===== config.mk =====
export PLATFORM = sky130hd
export DESIGN_NAME = auto_gain_sequencer_flat
export DESIGN_NICKNAME = d
export VERILOG_FILES = /design/src/rtl/auto_gain_sequencer_if.sv /design/src/rtl/auto_gain_sequencer.sv /design/src/flat_wrapper.sv
export SDC_FILE = /design/constraint.sdc
export NUM_CORES = 1
export LEC_CHECK = 0
export CORE_UTILIZATION = 50
export DETAILED_ROUTE_END_ITERATION = 12
export PLACE_DENSITY = 0.72
export SLEW_MARGIN = 25
export SYNTH_ARGS = -nofsm -noshare
export SYNTH_HDL_FRONTEND = slang
export SYNTH_SLANG_ARGS = --single-unit

===== constraint.sdc =====
create_clock -name clk -period 8 [get_ports clk]
set_input_delay 1.2 -clock clk [delete_from_list [all_inputs] [get_ports clk]]
set_output_delay 1.2 -clock clk [all_outputs]
set_load 0.01 [all_outputs]

===== src/rtl/auto_gain_sequencer_if.sv =====
// ---------------------------------------------------------------------------
// auto_gain_sequencer_if
// Avalon-MM register bus for the auto gain sequencer.
//   address    : register select (0..7)
//   chipselect : slave select
//   write_n    : active-low write strobe
//   writedata  : write data
//   readdata   : zero-wait-state read data, driven by the slave
// Modports: master (bus owner / CPU side), slave (the sequencer).
// ---------------------------------------------------------------------------
interface auto_gain_sequencer_if;
  logic [2:0]  address;
  logic        chipselect;
  logic        write_n;
  logic [31:0] writedata;
  logic [31:0] readdata;

  modport master (
    output address, chipselect, write_n, writedata,
    input  readdata
  );

  modport slave (
    input  address, chipselect, write_n, writedata,
    output readdata
  );
endinterface


===== src/rtl/auto_gain_sequencer.sv =====
// ---------------------------------------------------------------------------
// auto_gain_sequencer
// Drives a 5-bit PGA gain code. In manual mode software writes the gain; in
// auto mode a four-state sequencer (IDLE/SETTLE/MEASURE/DECIDE) waits for the
// analog path to settle, takes the peak magnitude over a window of samples
// and steps the gain by one toward the band [LO_TH, HI_TH].
// Ports:
//   clk          : clock, all logic on the rising edge
//   reset_n      : synchronous active-low reset
//   avs          : Avalon-MM slave register bus (see auto_gain_sequencer_if)
//   sample_valid : qualifies sample_data
//   sample_data  : signed two's-complement ADC sample
//   gain_out     : PGA gain code
//   gain_changed : one-cycle pulse in the first cycle gain_out shows a new value
// Registers: 0 CTRL, 1 GAIN, 2 HI_TH, 3 LO_TH, 4 WINDOW, 5 SETTLE, 6 LIMITS,
//            7 STATUS {state[6:4], overload[3] W1C, settling, at_max, at_min}.
// ---------------------------------------------------------------------------
module auto_gain_sequencer (
  input  logic                        clk,
  input  logic                        reset_n,
  auto_gain_sequencer_if.slave        avs,
  input  logic                        sample_valid,
  input  logic signed [15:0]          sample_data,
  output logic [4:0]                  gain_out,
  output logic                        gain_changed
);

  localparam int DATA_W = 16;

  typedef enum logic [1:0] {
    ST_IDLE    = 2'd0,
    ST_SETTLE  = 2'd1,
    ST_MEASURE = 2'd2,
    ST_DECIDE  = 2'd3
  } state_t;

  localparam logic [2:0] A_CTRL   = 3'd0;
  localparam logic [2:0] A_GAIN   = 3'd1;
  localparam logic [2:0] A_HI_TH  = 3'd2;
  localparam logic [2:0] A_LO_TH  = 3'd3;
  localparam logic [2:0] A_WINDOW = 3'd4;
  localparam logic [2:0] A_SETTLE = 3'd5;
  localparam logic [2:0] A_LIMITS = 3'd6;
  localparam logic [2:0] A_STATUS = 3'd7;

  state_t      r_state;
  state_t      w_state_nxt;
  logic        r_auto_en;
  logic [4:0]  r_gain;
  logic        r_gain_chg;
  logic [15:0] r_hi_th;
  logic [15:0] r_lo_th;
  logic [15:0] r_window;
  logic [15:0] r_settle;
  logic [4:0]  r_gmin;
  logic [4:0]  r_gmax;
  logic        r_overload;
  logic [15:0] r_settle_cnt;
  logic [15:0] r_win_cnt;
  logic [DATA_W-1:0] r_peak;

  logic              w_wr;
  logic [DATA_W-1:0] w_mag;
  logic [16:0]       w_cnt_inc;
  logic [16:0]       w_win_eff;
  logic              w_accept;
  logic              w_load_settle;
  logic              w_clr_win;
  logic              w_step_dn;
  logic              w_step_up;
  logic              w_man_wr;
  logic              w_ovl_set;
  logic              w_ovl_clr;
  logic [4:0]        w_gain_nxt;
  logic              w_at_min;
  logic              w_at_max;
  logic              w_settling;
  logic              w_unused_wdata;

  // |s| saturated to the positive range: the most negative code has no
  // positive twin, so it maps to the largest positive magnitude.
  function automatic logic [DATA_W-1:0] sat_abs(input logic signed [DATA_W-1:0] s);
    logic signed [DATA_W-1:0] neg;
    neg = -s;
    if (!s[DATA_W-1])
      return s;
    else if (s[DATA_W-2:0] == '0)
      return {1'b0, {(DATA_W-1){1'b1}}};
    else
      return neg;
  endfunction

  assign w_wr           = avs.chipselect && !avs.write_n;
  assign w_mag          = sat_abs(sample_data);
  assign w_cnt_inc      = {1'b0, r_win_cnt} + 17'd1;
  assign w_win_eff      = (r_window == 16'd0) ? 17'd1 : {1'b0, r_window};
  assign w_accept       = r_auto_en && (r_state == ST_MEASURE) && sample_valid;
  assign w_man_wr       = w_wr && (avs.address == A_GAIN) && !r_auto_en;
  assign w_ovl_set      = (r_state == ST_MEASURE) && sample_valid && (w_mag == 16'h7FFF);
  assign w_ovl_clr      = w_wr && (avs.address == A_STATUS) && avs.writedata[3];
  assign w_at_min       = (r_gain <= r_gmin);
  assign w_at_max       = (r_gain >= r_gmax);
  assign w_settling     = (r_state == ST_SETTLE);
  assign w_unused_wdata = ^avs.writedata[31:16];

  assign gain_out     = r_gain;
  assign gain_changed = r_gain_chg;

  always_ff @(posedge clk) begin
    if (!reset_n) r_state <= ST_IDLE;
    else          r_state <= w_state_nxt;
  end

  // Clearing auto_en overrides every state; the window in progress is simply
  // dropped because MEASURE clears peak/count on each entry.
  always_comb begin
    w_state_nxt   = r_state;
    w_load_settle = 1'b0;
    w_clr_win     = 1'b0;
    w_step_dn     = 1'b0;
    w_step_up     = 1'b0;
    if (!r_auto_en) begin
      w_state_nxt = ST_IDLE;
    end else begin
      case (r_state)
        ST_IDLE: begin
          w_state_nxt   = ST_SETTLE;
          w_load_settle = 1'b1;
        end
        ST_SETTLE: begin
          if (r_settle_cnt == 16'd0) begin
            w_state_nxt = ST_MEASURE;
            w_clr_win   = 1'b1;
          end
        end
        ST_MEASURE: begin
          // >= so that shrinking WINDOW mid-window still terminates it
          if (sample_valid && (w_cnt_inc >= w_win_eff))
            w_state_nxt = ST_DECIDE;
        end
        ST_DECIDE: begin
          // gain > gmin implies gain >= 1 and gain < gmax implies gain <= 30,
          // so the step can never wrap.
          if ((r_peak > r_hi_th) && (r_gain > r_gmin)) begin
            w_step_dn     = 1'b1;
            w_state_nxt   = ST_SETTLE;
            w_load_settle = 1'b1;
          end else if ((r_peak < r_lo_th) && (r_gain < r_gmax)) begin
            w_step_up     = 1'b1;
            w_state_nxt   = ST_SETTLE;
            w_load_settle = 1'b1;
          end else begin
            w_state_nxt = ST_MEASURE;
            w_clr_win   = 1'b1;
          end
        end
        default: w_state_nxt = ST_IDLE;
      endcase
    end
  end

  always_comb begin
    w_gain_nxt = r_gain;
    if (w_step_dn)      w_gain_nxt = r_gain - 5'd1;
    else if (w_step_up) w_gain_nxt = r_gain + 5'd1;
    else if (w_man_wr)  w_gain_nxt = avs.writedata[4:0];
  end

  always_ff @(posedge clk) begin
    if (!reset_n) begin
      r_auto_en    <= 1'b0;
      r_gain       <= 5'd0;
      r_gain_chg   <= 1'b0;
      r_hi_th      <= 16'h6000;
      r_lo_th      <= 16'h1800;
      r_window     <= 16'd1024;
      r_settle     <= 16'd256;
      r_gmin       <= 5'd0;
      r_gmax       <= 5'd31;
      r_overload   <= 1'b0;
      r_settle_cnt <= 16'd0;
      r_win_cnt    <= 16'd0;
      r_peak       <= '0;
    end else begin
      if (w_wr) begin
        case (avs.address)
          A_CTRL:   r_auto_en <= avs.writedata[0];
          A_HI_TH:  r_hi_th   <= avs.writedata[15:0];
          A_LO_TH:  r_lo_th   <= avs.writedata[15:0];
          A_WINDOW: r_window  <= avs.writedata[15:0];
          A_SETTLE: r_settle  <= avs.writedata[15:0];
          A_LIMITS: begin
            r_gmin <= avs.writedata[4:0];
            r_gmax <= avs.writedata[12:8];
          end
          default: ;
        endcase
      end

      // The pulse is registered alongside the gain so both appear together;
      // rewriting the current value produces no edge.
      r_gain     <= w_gain_nxt;
      r_gain_chg <= (w_gain_nxt != r_gain);

      r_overload <= w_ovl_set | (r_overload & ~w_ovl_clr);

      if (w_load_settle)
        r_settle_cnt <= r_settle;
      else if ((r_state == ST_SETTLE) && (r_settle_cnt != 16'd0))
        r_settle_cnt <= r_settle_cnt - 16'd1;

      if (w_clr_win) begin
        r_peak    <= '0;
        r_win_cnt <= 16'd0;
      end else if (w_accept) begin
        if (w_mag > r_peak) r_peak <= w_mag;
        r_win_cnt <= w_cnt_inc[15:0];
      end
    end
  end

  always_comb begin
    avs.readdata = '0;
    case (avs.address)
      A_CTRL:   avs.readdata[0]    = r_auto_en;
      A_GAIN:   avs.readdata[4:0]  = r_gain;
      A_HI_TH:  avs.readdata[15:0] = r_hi_th;
      A_LO_TH:  avs.readdata[15:0] = r_lo_th;
      A_WINDOW: avs.readdata[15:0] = r_window;
      A_SETTLE: avs.readdata[15:0] = r_settle;
      A_LIMITS: begin
        avs.readdata[4:0]  = r_gmin;
        avs.readdata[12:8] = r_gmax;
      end
      A_STATUS: avs.readdata[6:0] = {1'b0, r_state, r_overload, w_settling, w_at_max, w_at_min};
      default:  avs.readdata = '0;
    endcase
  end

endmodule


===== src/flat_wrapper.sv =====
// flat-port wrapper written by rule: the top's interface ports become plain ports
module auto_gain_sequencer_flat 
  (clk, reset_n, sample_valid, sample_data, gain_out, gain_changed, avs_address, avs_chipselect, avs_write_n, avs_writedata, avs_readdata);
  auto_gain_sequencer_if avs_i ();
  input  logic clk;
  input  logic reset_n;
  input  logic sample_valid;
  input  logic signed [15:0] sample_data;
  output logic [4:0] gain_out;
  output logic gain_changed;
  input wire logic [$bits(avs_i.address)-1:0] avs_address;
  input wire logic [$bits(avs_i.chipselect)-1:0] avs_chipselect;
  input wire logic [$bits(avs_i.write_n)-1:0] avs_write_n;
  input wire logic [$bits(avs_i.writedata)-1:0] avs_writedata;
  output wire logic [$bits(avs_i.readdata)-1:0] avs_readdata;
  assign avs_i.address = avs_address;
  assign avs_i.chipselect = avs_chipselect;
  assign avs_i.write_n = avs_write_n;
  assign avs_i.writedata = avs_writedata;
  assign avs_readdata = avs_i.readdata;
  auto_gain_sequencer u_core (.clk(clk), .reset_n(reset_n), .avs(avs_i), .sample_valid(sample_valid), .sample_data(sample_data), .gain_out(gain_out), .gain_changed(gain_changed));
endmodule

==> After elaboration in Yosys (flattened, before gate mapping) <==
Index checks and enable logic that the tools add are counted.
Widths: inputs -> output; s select.
{ "op_classes": {"n_addsub": 5, "magnitude_cmp": 8, "eq_ne": 14, "muxes": 34, "n_bitwise": 4, "reduce_logical": 32} }
{ "ops": {"columns": ["operator", "n"], "rows": [
  ["$mux 16", 5],
  ["$gt 16x16->1", 2],
  ["$logic_not 16->1", 2],
  ["$pmux 4 s7", 1],
  ["$pmux 5 s5", 1],
  ["$reduce_and 2->1", 9],
  ["$add 16x1->17 const B", 1],
  ["$ge 17x17->1", 1],
  ["$eq 16x15->1 const B", 1],
  ["$lt 16x16->1", 1],
  ["$neg 16->16", 1],
  ["$reduce_bool 16->1", 1],
  ["$sub 16x1->16 const B", 1],
  ["$logic_not 15->1", 1],
  ["$mux 5", 3],
  ["$logic_and 1x1->1", 13],
  ["$mux 1", 13],
  ["$eq 3x3->1 const B", 4],
  ["$pmux 3 s4", 1],
  ["$pmux 2 s5", 1],
  ["$mux 2", 4],
  ["$pmux 1 s8", 1],
  ["$pmux 2 s4", 1],
  ["$eq 3x2->1 const B", 2],
  ["other kinds (21)", 26]
]} }
{ "totals": {"reg_bits": 132, "input_bits": 56, "output_inout_bits": 38, "wordCells": 111} }

==> Longest topological paths before layout <==
Gate-level depths: netlist of run 1.
{ "depth": {"word_depth": 9, "mapped_depth": 18, "ltp_nobuf": 16} }

==> Worst setup path before layout of run 1 <==
No wires, ideal clock.
{ "synth_path": {"kind": "in2reg", "startpoint": "input sample_data[0]", "endpoint": "register u_core.r_peak[10]", "setup_time_ns": 0.134, "t_arrival_ns": 5.305, "required_ns": 7.866, "slack_ns": 2.561, "path_stages": 18, "n_path_buf": 3, "path_cell_list": "inv_1 -> ha_1 -> or3b_1 -> or3_4 -> or4_4 -> or4_4 -> buf_6 -> nand2_1 -> ha_1 -> a21o_1 -> a21o_1 -> a21o_1 -> a211oi_1 -> o21ai_0 -> a22oi_1 -> clkbuf_1 -> clkbuf_1 -> a211oi_1"} }
{ "synth_between": {"elab_chain_len": 5, "elab_cells_between_ends": 6, "cone_classes": "add/sub: 1; order compare: 1; mux: 2; reduce/logical: 2"} }
{ "synth_rtl": {"columns": ["element", "line", "rtl"], "rows": [
  ["start: declaration", "flat_wrapper.sv:8", "input logic signed [15:0] sample_data;"],
  ["$neg 16->16 / $logic_not 15->1 (equally long branches)", "auto_gain_sequencer.sv:84, auto_gain_sequencer.sv:87", null],
  ["$mux 16 (*)", "auto_gain_sequencer.sv:87", "else if (s[DATA_W-2:0] == '0)"],
  ["$mux 16 (*)", "auto_gain_sequencer.sv:85", "if (!s[DATA_W-1])"],
  ["net u_core.w_mag[9]", "auto_gain_sequencer.sv:63", "logic [DATA_W-1:0] w_mag;"],
  ["$gt 16x16->1 (*)", "auto_gain_sequencer.sv:216", "if (w_mag > r_peak) r_peak <= w_mag;"],
  ["$reduce_and 2->1 (no line) (*)", null, null],
  ["end signal: assignment", "auto_gain_sequencer.sv:216", null],
  ["end: declaration", "auto_gain_sequencer.sv:60", "logic [DATA_W-1:0] r_peak;"]
]} }
The timed path passes the listed nets; every way through them passes the cells marked *.
A chain may end at the register's enable or synchronous reset.

==> Worst setup path after layout of run 1 <==
{ "layout_path": {"startpoint": "input sample_data[0]", "endpoint": "register u_core.r_peak[14]"} }
The elaborated chain is that of the path after synthesis.

==> impl_results.md, run 1 <==
- Vias per std cell: around 5.7
- Clock-pin transition on the worst setup and hold timing paths: roughly 0.05 ns
- Status: finished clean
- Num CTS Buffers: 17
- Post-route ant nets: 0
- Detailed Route Iter0 Violations: between 800 and 900
- Pleak: a little under 4 nW
- Top FF cell, synth: dfxtp_1
- Max incr delay on CP: 0.54 ns
- Endpoints failing setup: 0
- CP Class: in2reg
- Hold Crit Start: u_core.r_hi_th[11]
- Largest net degree at the start of global routing: 67
- Num Clock Sinks: ~130
- Max Root-Sink Buffers: 2
- Worst EP arrival: 5.96 ns
- XOR/XNOR Fraction of Synth Area: 5.674%
- Routed len/inst: roughly 17 um
- Synth Area in Compound Gates: ~17%
- Adder-cell share of the synthesized area: 12.09%
- Critical-path top delay cell: or4_4
- Antenna violations before repair: 0
- Fin crit share: approximately 71%
- Fraction of layout cells with a size suffix above 1: under 10%
- Row cnt: 48
- Starting density of the core: around half
- Setup Skew: around 0.006 ns
- Core area: between 15000 and 20000 um^2
- Post-route insts no fill: about 1400
- FMAX: roughly 180 MHz
- Boundary pin count: 94
- Clock Tree Root: clkbuf_16
- Asr flop ratio synth: 0%
- Nets: 1324
- Setup TNS: 0 ns
- First-pass GRT wire length: roughly 39000 um
- Synthesized area: a little under 9000 um^2
- Tightest Hold Check Type: reg2reg
- DRT Pass-1 Iters: 8
- Die Wd: roughly 130 um
- Antenna diode count: 0
- Final wirelength: 24230 um
- Htree depth: 4
- Post-synthesis mux area share: roughly 5.2%
- RSZ-0062 raised after global routing: no
- Simple-gate area share of the yosys netlist: a little over a fifth
- R2R Path Start: u_core.r_win_cnt[0]
- Hold_buf cts: 0
- Worst setup EP type: flip-flop
- Fin. max-slew vios: 0
- Clk_lat worst skew: about 0.43 ns
- Max_cap viols: 0
- Avg Cell Area, Syn: 7.624 um^2
- Drt drc: 0
- Area share of the largest cell type after synthesis: between 30% and 40%
- Worst vdd rail ir drop: ~0.15 mV
- Delay-heaviest family, CP: simple AND/OR/NAND/NOR gates
- Yosys cell types: 70
- TritonCTS clock tree: yes
- Setup crit start: sample_data[0]
- Yosys top cell by area: dfxtp_1
- Syn Inst Count: 1154
- Max_slew headroom: around a third
- Startpoint Class: input pin
- RePlAce Congestion: between 0.9 and 1
- Via count: around 8100
- Crit path cell chain: clkdlybuf4s50_1, inv_1, ha_1, or3b_1, or3_4, or4_4, or4_4, nand3_1, ha_1, nor2b_1, o21ai_0, nand2b_1, a2111oi_0, o31ai_1, a22oi_1, buf_4, mux2i_1, nor2_1
- Post-DP HPWL: about 18000 um
- Combinational family with the most area after synthesis: simple AND/OR/NAND/NOR gates
- Area growth, synth to finish: 14.35%
- Die H: 134.7 um
- Placed Cells: around 1400
- Synth area leaders: dfxtp_1, ha_1, nand2_1, a21oi_1, inv_1
- Number of buffers and inverters on the critical path: 3
- Least-Margin Pin Slew: just over 1 ns
- Gr usage total: 27.67%
- Register area share after synthesis: a little under a third
- Post-synth EDFFs: 0
- Synth warn: 0
- Seq cells post-synth: roughly 130
- CP max FO: 29
- Vias in the first global route: between 7000 and 8000
- Die area: 18130 um^2
- # port buffers: 61
- Worst path required time: around 8.3 ns
- CTS resizes: 0
- Fin. Hold Viols: 0
- Gr ovfl total: 0
- Setup bufs post-CTS: 0
- Final min period: ~5.7 ns
- PD cells: about 160 nW/um^2
-- tightest hold or removal path: cells and delay by family, from the launching register on --
kind / cells / cell delay, ns
flops: 1 / 0.31
compound gates: 1 / 0.05
simple gates: 1 / 0.05
-- placed cells by master, fill, tap and decap left out, types with 19 or more instances in the layout --
cell and n:
inv_1 91, clkdlybuf4s50_1 60, dfxtp_1 132, a211oi_1 22, xor2_1 29, xnor2_1 28, a21oi_1 103, nand3_1 25
nand4_1 19, nor2_1 77, mux2i_1 33, o21ai_0 35, ha_1 85, nand2_1 230
-- cells by family after synthesis --
logic type	count (synthesis)
fa+ha+maj	85
other cells	1
mux	40
compound gates	246
flops	132
buf+inv	167
simple gates	426
xor+xnor	57
-- worst paths after layout --
path / end / slack [ns] / depth (start not counted)
setup reg to reg: u_core.r_state[0] / 3.98 / 16
setup / recovery: u_core.r_peak[14] / 2.32 / 18
hold reg to reg: u_core.r_hi_th[11] / 0.45 / 2
hold / removal: u_core.r_hi_th[11] / 0.45 / 2
-- per-layer routing --
layer	track usage, %	wire (um)	up-vias
met5	0	0	-
met4	10.49	634	0
met3	4.842	1343	42
met2	44.79	11300	287
met1	36.66	10950	3735
li1	-	-	4012
-- cells in the mapped netlist (7+ instances only) --
| master | number |
|---|---|
| buf_1 | 7 |
| nand2_1 | 230 |
| a221oi_1 | 10 |
| xor2_1 | 29 |
| nor2_1 | 78 |
| a31oi_1 | 7 |
| a22oi_1 | 11 |
| buf_4 | 16 |
| o21ai_0 | 35 |
| inv_1 | 92 |
| nand3_1 | 25 |
| clkbuf_1 | 48 |
| nor3_1 | 14 |
| nor4_1 | 12 |
| o211ai_1 | 14 |
| ha_1 | 85 |
| mux2i_1 | 33 |
| nand4_1 | 19 |
| a21oi_1 | 103 |
| a211oi_1 | 22 |
| nor3b_1 | 8 |
| xnor2_1 | 28 |
| dfxtp_1 | 132 |
| a21o_1 | 9 |
-- cell type report --
class	count	area, um^2
timing repair buffer	68	658.1
fill	1572	7176
clock buffer	24	511.7
sequential	132	2643
multi-input combinational	870	5564
tap	225	281.5
inverter	94	355.3
clock inverter	4	47.55
-- power by group --
part           internal (mW)  leakage [nW]  switching (mW)
combinational         0.0653          2.56          0.0999
sequential             0.664          1.07         0.00699
clock                  0.469         0.276           0.285
total                   1.20          3.90           0.392
-- stage by stage --
step / total power, mW / util [%] / worst slack (ns) / hold slack [ns] / instance area (um^2)
global route: 1.638 / 58.37 / 1.997 / 0.4699 / 10060
floorplan: 0.7837 / - / 2.561 / 0.4363 / 8855
global placement: 0.8440 / 54.99 / 1.914 / 0.4431 / 9479
detailed placement: 0.8463 / 55.02 / 1.859 / 0.4483 / 9484
CTS: 1.592 / 58.27 / 2.202 / 0.4557 / 10040
finish: 1.589 / 58.37 / 2.318 / 0.4539 / 10060
-- state kept, by name (all words and copies together), names as in the netlist --
register / count
u_core.r_hi_th: 16
u_core.r_lo_th: 16
u_core.r_peak: 16
u_core.r_settle: 16
u_core.r_settle_cnt: 16
u_core.r_win_cnt: 16
u_core.r_window: 16
u_core.gain_out: 5
u_core.r_gmax: 5
u_core.r_gmin: 5
u_core.r_state: 2
u_core.gain_changed: 1
u_core.r_auto_en: 1
u_core.r_overload: 1
Note: power is estimated with default switching activity, not from simulation.
==> run 2: changes to the inputs <==
Settings changed: PLACE_DENSITY 0.72 to 0.75.
Clock period 8 ns to 5 ns, I/O delays scaled along.
==> run 2 against run 1 <==
Compared with the run above:
- highest routed layer unchanged
- flip-flop and latch count stayed put
- hold slack hardly changed
- power is 61% higher
- global-route usage is 0.52 points lower
- cell count is 1.8% higher
- via count is 2.5% higher
- clock skew is 0.00062 ns higher
- clock power is 61% higher
- critical endpoint is now u_core.r_peak[9]
- die area stayed put
==> impl_results.md, run 2 (synthesized netlist as in run 1, its figures left out) <==
- RePlAce Congestion: 0.9564 (+5.7%)
- Clock Tree Root: clkbuf_16
- Antenna violations before repair: 0 (unchanged)
- Tightest Hold Check Type: reg2reg
- # port buffers: 61 (unchanged)
- Detailed Route Iter0 Violations: 752 (-8.0%)
- Psw: 0.6233 mW (+59%)
- Post-route ant nets: 0 (unchanged)
- Clk_lat worst skew: 0.42 ns (about the same)
- Die H: 134.7 um (unchanged)
- Routed len/inst: 16.61 um (-2.9%)
- Worst setup EP type: flip-flop
- Fraction of layout cells with a size suffix above 1: 7.061% (+2.0 points)
- DRT Pass-1 Iters: 7 (-1)
- Largest net degree at the start of global routing: 67 (unchanged)
- Hold_buf cts: 0 (unchanged)
- # fillers: 1527 (-2.9%)
- Endpoints failing setup: 0 (unchanged)
- Core area: 17240 um^2 (unchanged)
- Num CTS Buffers: 17 (unchanged)
- Critical path depth: 18 (unchanged)
- FMAX: around 210 MHz
- Num Clock Sinks: 132 (unchanged)
- Crit path cell chain: clkdlybuf4s50_1, inv_1, ha_1, or3b_1, or3_4, or4_4, or4_4, nand2_1, ha_1, a21o_1, a21o_1, a21o_1, a211oi_1, o21ai_0, a22oi_2, clkdlybuf4s15_2, nor2_1, a211oi_1
- Max Root-Sink Buffers: 2 (unchanged)
- Clk pwr share: 47.1% (-0.3 points)
- Post-DP HPWL: 17950 um (+0.61%)
- Max incr delay on CP: 0.48 ns (-0.06 ns)
- Critical-path top delay cell: or4_4
- Vias in the first global route: 7360 (-0.15%)
- Vias per std cell: 5.735 (+0.62%)
- CP Class: in2reg
- Worst vdd rail ir drop: 0.2374 mV (+62%)
- Fin. Hold Viols: 0 (unchanged)
- Final setup margin: 0.2680 ns (-2.050 ns)
- R2R depth: 16 (unchanged)
- Via count: 8275 (+2.5%)
- Drt drc: 0 (unchanged)
- Flop pwr share: 41.9% (-0.3 points)
- Least-Margin Pin Slew: 0.7913 ns (-0.2150 ns)
- Max_cap viols: 0 (unchanged)
- Post-place setup slack: -0.2156 ns (-2.075 ns)
- Setup crit start: sample_data[0]
- Fin. max-slew vios: 0 (unchanged)
- Post-route insts no fill: 1443 (+1.8%)
- Boundary pin count: 94 (unchanged)
- Number of buffers and inverters on the critical path: 3 (unchanged)
- TritonCTS clock tree: yes
- Area growth, synth to finish: 16.54%
- R2r setup slk: 1.06 ns (-2.92 ns)
- Comb pwr share: 11.1% (+0.7 points)
- Die area: 18130 um^2 (unchanged)
- Switch share: 24.32% (-0.33 points)
- Fin crit share: 94.64%
- Setup Skew: 0.006653 ns (+0.0006178 ns)
- Delay-heaviest family, CP: simple AND/OR/NAND/NOR gates
- Most frequent CP cell: a21o_1
- CP max FO: 6 (-79%)
- Clock-pin transition on the worst setup and hold timing paths: 0.06 ns (about the same)
- Startpoint Class: input pin
- Placed Cells: 1414 (+1.8%)
- Worst path required time: 5.34 ns (-2.94 ns)
- First-pass GRT wire length: 38190 um (-1.7%)
- Most frequent cells in the layout: nand2_1, dfxtp_1, a21oi_1, inv_1, ha_1
- RSZ-0062 raised after global routing: yes
- Gr ovfl total: 0 (unchanged)
- PD cells: 249.9 nW/um^2 (+58%)
- Nets: 1350 (+2.0%)
- Htree depth: 4 (unchanged)
- Antenna diode count: 0 (unchanged)
- Pleak: 4.021 nW (+3.2%)
- Pint: 1.939 mW (+62%)
- Status: finished clean
- R2R Path Start: u_core.r_win_cnt[0]
- Die Wd: 134.7 um (unchanged)
- Final min period: around 4.7 ns
- Row cnt: 48 (unchanged)
- RR Endpoint: u_core.r_state[0]
- Most common cell after layout, fill and taps aside: nand2_1
- Gr usage total: 27.15% (-0.52 points)
- CP endpoint: u_core.r_peak[9]
- Worst EP arrival: 5.08 ns (-0.88 ns)
- Starting density of the core: 51.05% (unchanged)
- Max_slew headroom: 47.19% (+15 points)
- Final wirelength: 23970 um (-1.1%)
-- run 2: cell types whose count changed in the layout (fill, tap and decap cells not counted) --
| cell | delta |
|---|---|
| a2111oi_0 | -1 |
| a2111oi_1 | +1 |
| a22oi_1 | -1 |
| a22oi_2 | +1 |
| buf_4 | +25 |
| bufinv_16 | +1 |
| clkbuf_1 | +1 |
| clkbuf_8 | -3 |
| clkdlybuf4s15_2 | +1 |
| clkinv_2 | +2 |
| clkinvlp_4 | -1 |
| o21ai_2 | +1 |
| o21ai_4 | -1 |
-- run 2: routing by layer --
| metal | GRT usage [%] | part of all wire [%] | vias to the layer above |
|---|---|---|---|
| met4 | 13.05 | 3.6 | 0 |
| met1 | 35.73 | 44 | 3811 |
| met2 | 43.44 | 46 | 328 |
| met3 | 4.204 | 6.8 | 57 |
| li1 | - | - | 4079 |
| met5 | 0 | 0 | - |
-- run 2: metrics by stage --
stage / TNS [ns] / total power [mW] / util (%) / hold WS (ns) / instance area (um^2)
detailed placement: -2.813 / 1.371 / 56.10 / 0.4493 / 9671
CTS: 0 / 2.566 / 59.32 / 0.4590 / 10220
finish: 0 / 2.563 / 59.49 / 0.4534 / 10250
global route: -0.007183 / 2.641 / 59.49 / 0.4719 / 10250
global placement: -1.308 / 1.365 / 56.04 / 0.4413 / 9659
floorplan: 0 / 1.254 / - / 0.4363 / 8855
-- run 2: power by group through the flow --
stage | clock network, mW | logic, mW | registers, mW
6_report | 1.21 | 0.284 | 1.07
5_1_grt | 1.26 | 0.310 | 1.07
2_1_floorplan | 0 | 0.163 | 1.09
4_1_cts | 1.22 | 0.278 | 1.07
3_3_place_gp | 0 | 0.271 | 1.09
3_5_place_dp | 0 | 0.276 | 1.09
-- run 2: repair_timing --
| action | CTS | global route |
|---|---|---|
| resized for setup | 0 | 3 |
| buffers inserted | 0 | 0 |
| endpoints found under the setup margin | 0 | 16 |
-- run 2: tightest hold or removal path, stage by stage, from the launching register on --
cell and delay (ns):
dfxtp_1 0.30, nand2_1 0.05, a21oi_1 0.05
-- run 2: cell type report --
| cell class | count | area [um^2] | share of cell area [%] |
|---|---|---|---|
| timing repair buffer | 94 | 857.1 | 8.359 |
| clock inverter | 6 | 80.08 | 0.7810 |
| inverter | 94 | 355.3 | 3.466 |
| multi-input combinational | 870 | 5563 | 54.25 |
| clock buffer | 22 | 474.2 | 4.625 |
| tap | 225 | 281.5 | 2.746 |
| sequential | 132 | 2643 | 25.77 |
-- run 2: worst min-delay path by stage --
| stage | cells past startpoint | end | slack (ns) | start |
|---|---|---|---|---|
| floorplan | 2 | u_core.r_hi_th[10] | 0.44 | u_core.r_hi_th[10] |
| global placement | 2 | u_core.r_hi_th[8] | 0.44 | u_core.r_hi_th[8] |
| detailed placement | 2 | u_core.r_hi_th[8] | 0.45 | u_core.r_hi_th[8] |
| CTS | 2 | u_core.r_hi_th[11] | 0.46 | u_core.r_hi_th[11] |
| global route | 2 | u_core.r_hi_th[11] | 0.47 | u_core.r_hi_th[11] |
| finish | 2 | u_core.r_hi_th[11] | 0.45 | u_core.r_hi_th[11] |
